<file path="src/rtl/tqvp_uart_pkg.sv">
// rtl/tqvp_uart_pkg.sv - shared UART peripheral types and constants
package tqvp_uart_pkg;

    localparam int UART_BYTE_W  = 8;
    localparam int BUSY_TIMEOUT = 4;

    typedef enum logic [1:0] {
        IDLE      = 2'd0,
        LAUNCH    = 2'd1,
        WAIT_BUSY = 2'd2,
        WAIT_DONE = 2'd3
    } tx_state_e;

endpackage

</file>
<file path="src/rtl/tqvp_byte_fifo.sv">
// rtl/tqvp_byte_fifo.sv - circular byte buffer with count, flush and full/empty
module tqvp_byte_fifo
    import tqvp_uart_pkg::*;
#(
    parameter int DEPTH_LOG2 = 3,
    parameter int WIDTH      = UART_BYTE_W
) (
    input  logic                  clk,
    input  logic                  rst,
    input  logic                  push,
    input  logic [WIDTH-1:0]      push_data,
    input  logic                  pop,
    input  logic                  flush,
    output logic [WIDTH-1:0]      rd_data,
    output logic                  full,
    output logic                  empty,
    output logic [DEPTH_LOG2:0]   count
);

    localparam int DEPTH = 1 << DEPTH_LOG2;
    localparam logic [DEPTH_LOG2:0] FULL_CNT = {1'b1, {DEPTH_LOG2{1'b0}}};

    logic [WIDTH-1:0]      mem_q [DEPTH];
    logic [DEPTH_LOG2-1:0] rd_ptr_q, rd_ptr_d;
    logic [DEPTH_LOG2-1:0] wr_ptr_q, wr_ptr_d;
    logic [DEPTH_LOG2:0]   count_q, count_d;
    logic                  do_push, do_pop;

    assign full    = (count_q == FULL_CNT);
    assign empty   = (count_q == '0);
    assign count   = count_q;
    assign rd_data = mem_q[rd_ptr_q];

    // flush wins over both sides; full/empty use the pre-edge count
    assign do_push = push && !full && !flush;
    assign do_pop  = pop && !empty && !flush;

    always_comb begin
        rd_ptr_d = rd_ptr_q;
        wr_ptr_d = wr_ptr_q;
        count_d  = count_q;
        if (flush) begin
            rd_ptr_d = wr_ptr_q;
            count_d  = '0;
        end else begin
            if (do_push) wr_ptr_d = wr_ptr_q + 1'b1;
            if (do_pop)  rd_ptr_d = rd_ptr_q + 1'b1;
            case ({do_push, do_pop})
                2'b10:   count_d = count_q + 1'b1;
                2'b01:   count_d = count_q - 1'b1;
                default: count_d = count_q;
            endcase
        end
    end

    always_ff @(posedge clk) begin
        if (rst) begin
            rd_ptr_q <= '0;
            wr_ptr_q <= '0;
            count_q  <= '0;
        end else begin
            rd_ptr_q <= rd_ptr_d;
            wr_ptr_q <= wr_ptr_d;
            count_q  <= count_d;
        end
    end

    // storage is intentionally left out of reset
    always_ff @(posedge clk) begin
        if (do_push) mem_q[wr_ptr_q] <= push_data;
    end

endmodule

</file>
<file path="src/rtl/tqvp_uart_tx_fifo.sv">
// rtl/tqvp_uart_tx_fifo.sv - TX byte FIFO feeding the UART TX core launch handshake
module tqvp_uart_tx_fifo
    import tqvp_uart_pkg::*;
#(
    parameter int DEPTH_LOG2 = 3,
    parameter int LOW_WATER  = 2
) (
    input  logic                   clk,
    input  logic                   rst,
    input  logic                   wr_en,
    input  logic [UART_BYTE_W-1:0] wr_data,
    input  logic                   flush,
    input  logic                   ovf_clear,
    input  logic                   tx_busy,
    output logic                   tx_en,
    output logic [UART_BYTE_W-1:0] tx_data,
    output logic                   full,
    output logic                   empty,
    output logic [DEPTH_LOG2:0]    count,
    output logic                   overflow,
    output logic                   irq_low
);

    localparam int TMR_W = $clog2(BUSY_TIMEOUT);
    localparam logic [TMR_W-1:0]    TMR_LAST = TMR_W'(BUSY_TIMEOUT - 1);
    localparam logic [DEPTH_LOG2:0] LOW_CNT  = LOW_WATER[DEPTH_LOG2:0];

    tx_state_e              state_q;
    logic [TMR_W-1:0]       timer_q;
    logic                   tx_en_q;
    logic [UART_BYTE_W-1:0] tx_data_q;
    logic                   overflow_q;
    logic [UART_BYTE_W-1:0] fifo_rd_data;
    logic                   launch_pop;

    assign launch_pop = (state_q == IDLE) && !empty && !tx_busy && !flush;

    tqvp_byte_fifo #(
        .DEPTH_LOG2 (DEPTH_LOG2),
        .WIDTH      (UART_BYTE_W)
    ) u_fifo (
        .clk       (clk),
        .rst       (rst),
        .push      (wr_en),
        .push_data (wr_data),
        .pop       (launch_pop),
        .flush     (flush),
        .rd_data   (fifo_rd_data),
        .full      (full),
        .empty     (empty),
        .count     (count)
    );

    assign irq_low  = (count <= LOW_CNT);
    assign overflow = overflow_q;
    assign tx_en    = tx_en_q;
    assign tx_data  = tx_data_q;

    // a dropped push in the same cycle as ovf_clear keeps the flag set
    always_ff @(posedge clk) begin
        if (rst) begin
            overflow_q <= 1'b0;
        end else if (wr_en && full) begin
            overflow_q <= 1'b1;
        end else if (ovf_clear) begin
            overflow_q <= 1'b0;
        end
    end

    always_ff @(posedge clk) begin
        if (rst) begin
            state_q   <= IDLE;
            timer_q   <= '0;
            tx_en_q   <= 1'b0;
            tx_data_q <= '0;
        end else begin
            tx_en_q <= 1'b0;
            case (state_q)
                IDLE: begin
                    if (launch_pop) begin
                        tx_data_q <= fifo_rd_data;
                        tx_en_q   <= 1'b1;
                        state_q   <= LAUNCH;
                    end
                end
                LAUNCH: begin
                    timer_q <= '0;
                    state_q <= WAIT_BUSY;
                end
                WAIT_BUSY: begin
                    // give up on a core that never raises busy
                    if (tx_busy) begin
                        state_q <= WAIT_DONE;
                    end else if (timer_q == TMR_LAST) begin
                        state_q <= IDLE;
                    end else begin
                        timer_q <= timer_q + 1'b1;
                    end
                end
                WAIT_DONE: begin
                    if (!tx_busy) state_q <= IDLE;
                end
                default: state_q <= IDLE;
            endcase
        end
    end

endmodule

</file>
<file path="config.mk">
export PLATFORM = sky130hd
export DESIGN_NAME = tqvp_uart_tx_fifo
export DESIGN_NICKNAME = d
export VERILOG_FILES = /design/src/rtl/tqvp_uart_pkg.sv /design/src/rtl/tqvp_byte_fifo.sv /design/src/rtl/tqvp_uart_tx_fifo.sv
export SDC_FILE = /design/constraint.sdc
export NUM_CORES = 1
export LEC_CHECK = 0
export ABC_AREA = 1
export BUFFER_PORTS_ARGS = -buffer_cell sky130_fd_sc_hd__buf_4
export CORE_MARGIN = 5
export CORE_UTILIZATION = 55
export DETAILED_ROUTE_END_ITERATION = 6
export HOLD_SLACK_MARGIN = 0.15
export PLACE_DENSITY = 0.8
export SYNTH_ARGS = -nofsm -noshare
export SYNTH_HDL_FRONTEND = slang
export SYNTH_HIERARCHICAL = 1
export SYNTH_SLANG_ARGS = --single-unit
</file>
<file path="constraint.sdc">
create_clock -name clk -period 3.2 [get_ports clk]
set_input_delay 0 -clock clk [delete_from_list [all_inputs] [get_ports clk]]
set_output_delay 0 -clock clk [all_outputs]
set_load 0.03 [all_outputs]
</file>
==> run summary, run 1 <==
Area share of the largest cell type after synthesis: 49.1%
Data required time at the worst endpoint: 3.44 ns
Number of unique standard cell types used by synthesis: 35
Clk sinks: 91
Maximum fanout encountered on the critical timing path: 10
Status: complete, no violations
Post-Route Skew: 0.00925 ns
Startpoint-to-endpoint class of the critical path: flop to flop
Number of DRC violations after detailed-routing iteration 0: 219
Most common library cell in the layout ignoring fill and taps: sky130_fd_sc_hd__nand2_1
Fin crit period: 2.60 ns
Leakage power: 1.74 nW
Area grow syn2layout: 16.3%
Total CTS buffers: 9
Register bit total from synthesis: 91
Hold Path Stages: 2
Max Fclk: 385 MHz
Final hold violations: 0
Synthesis Warnings: 6
Critical R2R Capture: u_fifo/count[2]
Height of the die: 94.3 um
Setup-failing EPs final: 0
Port bufs: 30
Worst-skew pair later-pin latency: 0.34 ns
Die Outline Area: 8900 um^2
Buffer cell driving the clock tree root: sky130_fd_sc_hd__clkbuf_8
Number of I/O pins: 31
Clock tree from TritonCTS: built
Proportion of layout cells with a drive suffix above 1: 18.4%
Die span in x: 94.3 um
Relative max-transition margin: 30.7%
Setup repair after global routing missed its margin: no
Post-synthesis cell area: 3910 um^2
Mean instance size in the synthesized netlist: 10.3 um^2
Floorplan core area: 6870 um^2
Via count of the first global-routing pass: 2715
R2R Path Start: u_fifo/count[1]
# diodes: 0
Routed wire per std cell: 15.2 um
Detailed-router iteration count before antenna repair: 4
Summed area of non-filler cells in the final layout: 4550 um^2
Routed WL: 8070 um
Worst hold endpoint: u_fifo/mem_q[3][0]
Post-CTS Setup Repair Bufs: 0
Type of the tightest min-delay check: input port to flop
Total negative setup slack: 0 ns
Number of pins exceeding their max-slew limit in the final report: 0
Net count of the mapped netlist: 401
Final ANT Viol Nets: 0
Vias: 2835
Reg2reg setup slack: 0.60 ns
Arrival time worst endpoint: 2.84 ns
Final weighted congestion of routability-driven global placement: 0.796
Largest net degree at the start of global routing: 33
NumNets Final: 450
Top library cells by usage in the layout, fill and taps aside: sky130_fd_sc_hd__nand2_1, sky130_fd_sc_hd__edfxtp_1, sky130_fd_sc_hd__nor2_1
Gate Count Post-Synth: 380
Post-cts gate resize count: 0
Number of antenna violations at the first check in global routing: 0
Worst vdd ir: 0.228 mV
Top cell type by total area after synthesis: sky130_fd_sc_hd__edfxtp_1
Kind of end point of the critical path: flop
Total placed instance area: 4200 um^2
Maximum capacitance violations: 0
Clock Path Buffers: 2
Tcrit/Tclk final: 81.2%
Cts-stage hold buffer count: 14
First-pass GRT wire length: 13400 um
Number of vias per cell after detailed routing: 5.35
Power Density: 514 nW/um^2
Filler Cell Count: 525
Depth of the most critical reg-to-reg path: 14
Startpoint of the tightest hold check path: wr_data[0]
Total congestion overflow: 0
Startpoint Class: flop
Least-Margin Pin Slew: 1.04 ns
Residual DRC count: 0
H-tree level count: 3
Clk pin slew, worst setup/hold paths: 0.08 ns
GR Util All Layers: 19.9%
Standard-cell rows: 30
Sequential cell area fraction in the yosys report: 62.9%
Starting density of the core: 57.0%
Dominant cells by area after synthesis: sky130_fd_sc_hd__edfxtp_1, sky130_fd_sc_hd__dfxtp_1, sky130_fd_sc_hd__nand2_1
DP HPWL: 5180 um
[sequential cells by signal (all words and copies together) (netlist names), named ones only]
name,count
overflow,1
state_q,2
timer_q,2
tx_data,8
tx_en,1
u_fifo/count,4
u_fifo/mem_q,64
u_fifo/rd_ptr_q,3
u_fifo/wr_ptr_q,3
[power by group]
group / internal [mW] / total, mW / switching (mW)
registers: 1.28 / 1.31 / 0.0265
clock network: 0.425 / 0.806 / 0.381
logic: 0.0841 / 0.228 / 0.143
[routing by layer]
metal | up-vias | track usage (%) | share of wire (%)
met5 | - | 0 | 0
met4 | 0 | 7.82 | 1.4
met3 | 12 | 3.59 | 5.4
met2 | 94 | 32.5 | 50
met1 | 1349 | 26.4 | 43
li1 | 1380 | - | -
[cells by family after synthesis]
kind of cell / after synthesis / synth area share [%]
and+or+nand+nor: 164 / 17.9
adders and majority gates: 7 / 2.43
buffers and inverters: 39 / 5.24
xor gates and xnor gates: 2 / 0.448
DFF: 91 / 62.9
AOI/OAI and AO/OA: 77 / 11.0
[cell usage after synthesis, drive strengths merged]
master   n
a21oi   21
nand4    1
nor2    66
inv     27
a211o    1
or2      1
xnor2    1
nor3     4
nand3   15
nand2   77
edfxtp  64
ha       6
a211oi   1
a21o     1
xor2     1
buf      9
o21ai   52
o21bai   1
clkbuf   2
clkinv   1
dfxtp   27
fa       1
[area by class of cell]
type | instances | area, um^2 | area share (%)
inverter | 28 | 110 | 2.42
timing repair buffer | 49 | 403 | 8.85
clock buffer | 12 | 164 | 3.60
tap | 96 | 120 | 2.64
multi-input combinational | 250 | 1240 | 27.4
sequential | 91 | 2460 | 54.1
clock inverter | 4 | 46.3 | 1.02
[worst max-delay path by stage]
stage / startpoint / to / slack [ns] / depth (start not counted)
floorplan: u_fifo/count[1] / u_fifo/count[2] / 0.58 / 14
global placement: u_fifo/count[1] / u_fifo/count[2] / 0.77 / 14
detailed placement: u_fifo/count[1] / u_fifo/count[2] / 0.65 / 14
CTS: u_fifo/count[1] / u_fifo/count[2] / 0.60 / 14
global route: u_fifo/count[1] / u_fifo/count[3] / 0.31 / 16
finish: u_fifo/count[1] / u_fifo/count[2] / 0.60 / 14
[worst max-delay path, stage by stage, from the launching register on]
cell and delay [ns]:
sky130_fd_sc_hd__dfxtp_1 0.42, sky130_fd_sc_hd__nor2_1 0.11, sky130_fd_sc_hd__nand2_1 0.10, sky130_fd_sc_hd__inv_1 0.07, sky130_fd_sc_hd__nor2_2 0.17, sky130_fd_sc_hd__nand3_4 0.17, sky130_fd_sc_hd__clkinv_4 0.15, sky130_fd_sc_hd__nand2_1 0.13
sky130_fd_sc_hd__nor2_1 0.12, sky130_fd_sc_hd__ha_1 0.24, sky130_fd_sc_hd__inv_1 0.10, sky130_fd_sc_hd__fa_1 0.38, sky130_fd_sc_hd__xnor2_1 0.13, sky130_fd_sc_hd__o21ai_0 0.15, sky130_fd_sc_hd__inv_1 0.05
[per-stage QoR]
step	cells	worst slack (ns)	util (%)	power (mW)	hold WS (ns)
2_1_floorplan	380	0.576	-	1.48	0.0691
3_3_place_gp	500	0.772	61.1	1.54	0.233
3_5_place_dp	500	0.646	61.1	1.55	0.239
4_1_cts	530	0.600	66.2	2.36	0.417
5_1_grt	530	0.311	66.2	2.44	0.424
6_report	530	0.603	66.2	2.34	0.434
Note: power is estimated with default switching activity, not from simulation.
==> inputs of run 2 (changes only) <==
Clock period 3.2 ns to 2.7 ns, I/O delays scaled along.
==> run summary, run 2 (synthesis gave the netlist of run 1 again) <==
Die span in x: 94.3 um (unchanged)
Die Outline Area: 8900 um^2 (unchanged)
# diodes: 0 (unchanged)
Final weighted congestion of routability-driven global placement: 0.791 (-0.68%)
Detailed-router iteration count before antenna repair: 4 (unchanged)
Worst-skew pair later-pin latency: 0.35 ns (about the same)
Least-Margin Pin Slew: 0.765 ns (-0.273 ns)
Clk sinks: 91 (unchanged)
Slowest-stage cell, CP: sky130_fd_sc_hd__dfxtp_2
Switch share: 24.6% (+1.1 points)
Register containing the most flip-flops in the final layout: u_fifo/mem_q
Leakage power: 1.78 nW (+2.5%)
Max Fclk: 417 MHz (+8.2%)
Type of the tightest min-delay check: input port to flop
Port bufs: 30 (unchanged)
Relative contribution of combinational cells to total power: 10.1% (+0.4 points)
Total congestion overflow: 0 (unchanged)
Internal power component: 2.08 mW (+16%)
Total CTS buffers: 9 (unchanged)
Power Density: 594 nW/um^2 (+15%)
Most congested layer reported by global routing: met2
H-tree level count: 3 (unchanged)
Number of DRC violations after detailed-routing iteration 0: 136 (-38%)
Top library cells by usage in the layout, fill and taps aside: sky130_fd_sc_hd__nand2_1, sky130_fd_sc_hd__edfxtp_1, sky130_fd_sc_hd__nor2_1
Sequential fraction of design power: 56.0% (about the same)
Routed wire per std cell: 14.5 um (-4.9%)
Switching power of the nets: 0.679 mW (+23%)
Series of cell instances along the critical path: nor2_1 -> nand2_1 -> inv_1 -> nor2_4 -> nand3_4 -> clkinv_4 -> nand2_1 -> nor2_1 -> ha_2 -> inv_1 -> fa_1 -> xnor2_1 -> o21ai_0 -> inv_1
Worst setup path startpoint: u_fifo/count[1]
Fin crit period: 2.40 ns (-0.198 ns)
Buffer cell driving the clock tree root: sky130_fd_sc_hd__clkbuf_8
Depth of the most critical reg-to-reg path: 14 (unchanged)
Startpoint Class: flop
Worst vdd ir: 0.400 mV (+75%)
Filler Cell Count: 507 (-3.4%)
Met2 demand-to-capacity share in global routing: 30.3% (-2.2 points)
Share of power burned in the clock network: 33.9% (-0.5 points)
Status: complete, no violations
Number of I/O pins: 31 (unchanged)
First-pass GRT wire length: 12900 um (-3.6%)
Number of standard cells in the layout, taps in and fillers out: 540 (+1.9%)
Setup repair after global routing missed its margin: no
NumNets Final: 460 (+2.2%)
Vias: 2782 (-1.9%)
Largest stage delay on the critical path: 0.39 ns (-0.03 ns)
Post-Route Skew: 0.00920 ns (-0.0000518 ns)
Global Route met1 Usage: 26.3% (-0.11 points)
Critical R2R Capture: u_fifo/count[2]
Final ANT Viol Nets: 0 (unchanged)
Maximum fanout encountered on the critical timing path: 9 (-1)
Met3 Use GR: 3.35% (-0.24 points)
Standard-cell rows: 30 (unchanged)
Height of the die: 94.3 um (unchanged)
Area grow syn2layout: 18.7%
Proportion of layout cells with a drive suffix above 1: 21.2% (+2.7 points)
Number of vias per cell after detailed routing: 5.15 (-3.7%)
Number of stages on the worst setup path: 14 (unchanged)
Startpoint-to-endpoint class of the critical path: flop to flop
WP buf/inv: 4 (unchanged)
Post-Place Worst Slack: 0.165 ns (-0.481 ns)
Maximum capacitance violations: 0 (unchanged)
R2R Path Start: u_fifo/count[1]
Final hold violations: 0 (unchanged)
Relative max-transition margin: 48.8% (+18 points)
Setup WS post-layout: 0.300 ns (-0.302 ns)
Arrival time worst endpoint: 2.65 ns (-0.19 ns)
Reg2reg setup slack: 0.30 ns (-0.30 ns)
Number of pins exceeding their max-slew limit in the final report: 0 (unchanged)
Critical path's top delay family: simple AND/OR/NAND/NOR gates
Floorplan core area: 6870 um^2 (unchanged)
Largest net degree at the start of global routing: 33 (unchanged)
GR Util All Layers: 19.1% (-0.73 points)
Clock tree from TritonCTS: built
Worst setup path endpoint: u_fifo/count[2]
Total negative setup slack: 0 ns (unchanged)
Cell total after placement: 505 (+1.0%)
Clk pin slew, worst setup/hold paths: 0.09 ns (about the same)
Via count of the first global-routing pass: 2633 (-3.0%)
Flip-flop count of the largest register after layout: 64 (unchanged)
Residual DRC count: 0 (unchanged)
Critical Path Most Common Cell: sky130_fd_sc_hd__inv_1
DP HPWL: 5060 um (-2.3%)
Clock Path Buffers: 2 (unchanged)
Setup-failing EPs final: 0 (unchanged)
Most common library cell in the layout ignoring fill and taps: sky130_fd_sc_hd__nand2_1
Starting density of the core: 57.0% (unchanged)
Tcrit/Tclk final: 88.9% (+7.7 points)
Number of antenna violations at the first check in global routing: 0 (unchanged)
Routed WL: 7820 um (-3.1%)
Data required time at the worst endpoint: 2.95 ns (-0.49 ns)
Kind of end point of the critical path: flop
run 2: cell count changes in the layout (fill, tap and decap cells not counted), moves of 2 or more:
cell	before	now
sky130_fd_sc_hd__clkbuf_4	2	0
sky130_fd_sc_hd__buf_4	35	44
sky130_fd_sc_hd__dfxtp_2	0	4
sky130_fd_sc_hd__dfxtp_1	27	23
sky130_fd_sc_hd__inv_6	0	2
sky130_fd_sc_hd__clkinv_4	1	3
run 2: metal layers:
| metal | vias to the layer above | wire, um |
|---|---|---|
| li1 | 1407 | - |
| met1 | 1304 | 3490 |
| met2 | 63 | 3820 |
| met3 | 8 | 417 |
| met4 | 0 | 96 |
| met5 | - | 0 |
run 2: final cells by class:
type                            count  area (um^2)  area share [%]
Clock buffer                       11          174            3.74
Sequential cell                    91         2470            53.1
Tap cell                           96          120            2.59
Clock inverter                      5         40.0           0.862
Timing Repair Buffer               59          480            10.3
Inverter                           28          110            2.37
Multi-Input combinational cell    250         1250            27.0
run 2: worst min path at each step:
stage                     from                 end  slack [ns]  depth (start not counted)
detailed placement  wr_data[3]  u_fifo/mem_q[5][3]        0.24                          1
CTS                 wr_data[4]  u_fifo/mem_q[3][4]        0.41                          2
global placement    wr_data[6]  u_fifo/mem_q[0][6]        0.23                          1
floorplan                  rst          timer_q[1]        0.07                          1
finish              wr_data[4]  u_fifo/mem_q[7][4]        0.43                          2
global route        wr_data[3]  u_fifo/mem_q[0][3]        0.43                          2
run 2: stage by stage:
stage / area (um^2) / power [mW] / hold WS (ns) / util (%)
floorplan: 3910 / 1.75 / 0.0691 / -
global placement: 4240 / 1.83 / 0.231 / 61.7
detailed placement: 4240 / 1.83 / 0.238 / 61.7
CTS: 4600 / 2.78 / 0.412 / 67.0
global route: 4640 / 2.88 / 0.429 / 67.6
finish: 4640 / 2.76 / 0.430 / 67.6
run 2: repair_timing:
action                     CTS  global route
hold endpoints to repair    89             0
hold buffers                15             0
setup buffers                0             4
setup endpoints to repair    0             3
gates resized for setup      0             6
run 2: power groups by stage:
stage,clock network (mW),logic [mW],registers [mW]
global placement,0,0.250,1.58
CTS,0.955,0.275,1.55
detailed placement,0,0.258,1.58
finish,0.935,0.279,1.55
global route,1.02,0.315,1.55
floorplan,0,0.169,1.58
run 2: worst register-to-register path, delay by kind of cell, from the launching register on:
kind	cells	cell delay [ns]
and+or+nand+nor	6	0.69
adders and majority gates	2	0.60
xor gates and xnor gates	1	0.14
buffers and inverters	4	0.33
AOI/OAI and AO/OA	1	0.14
DFF	1	0.39
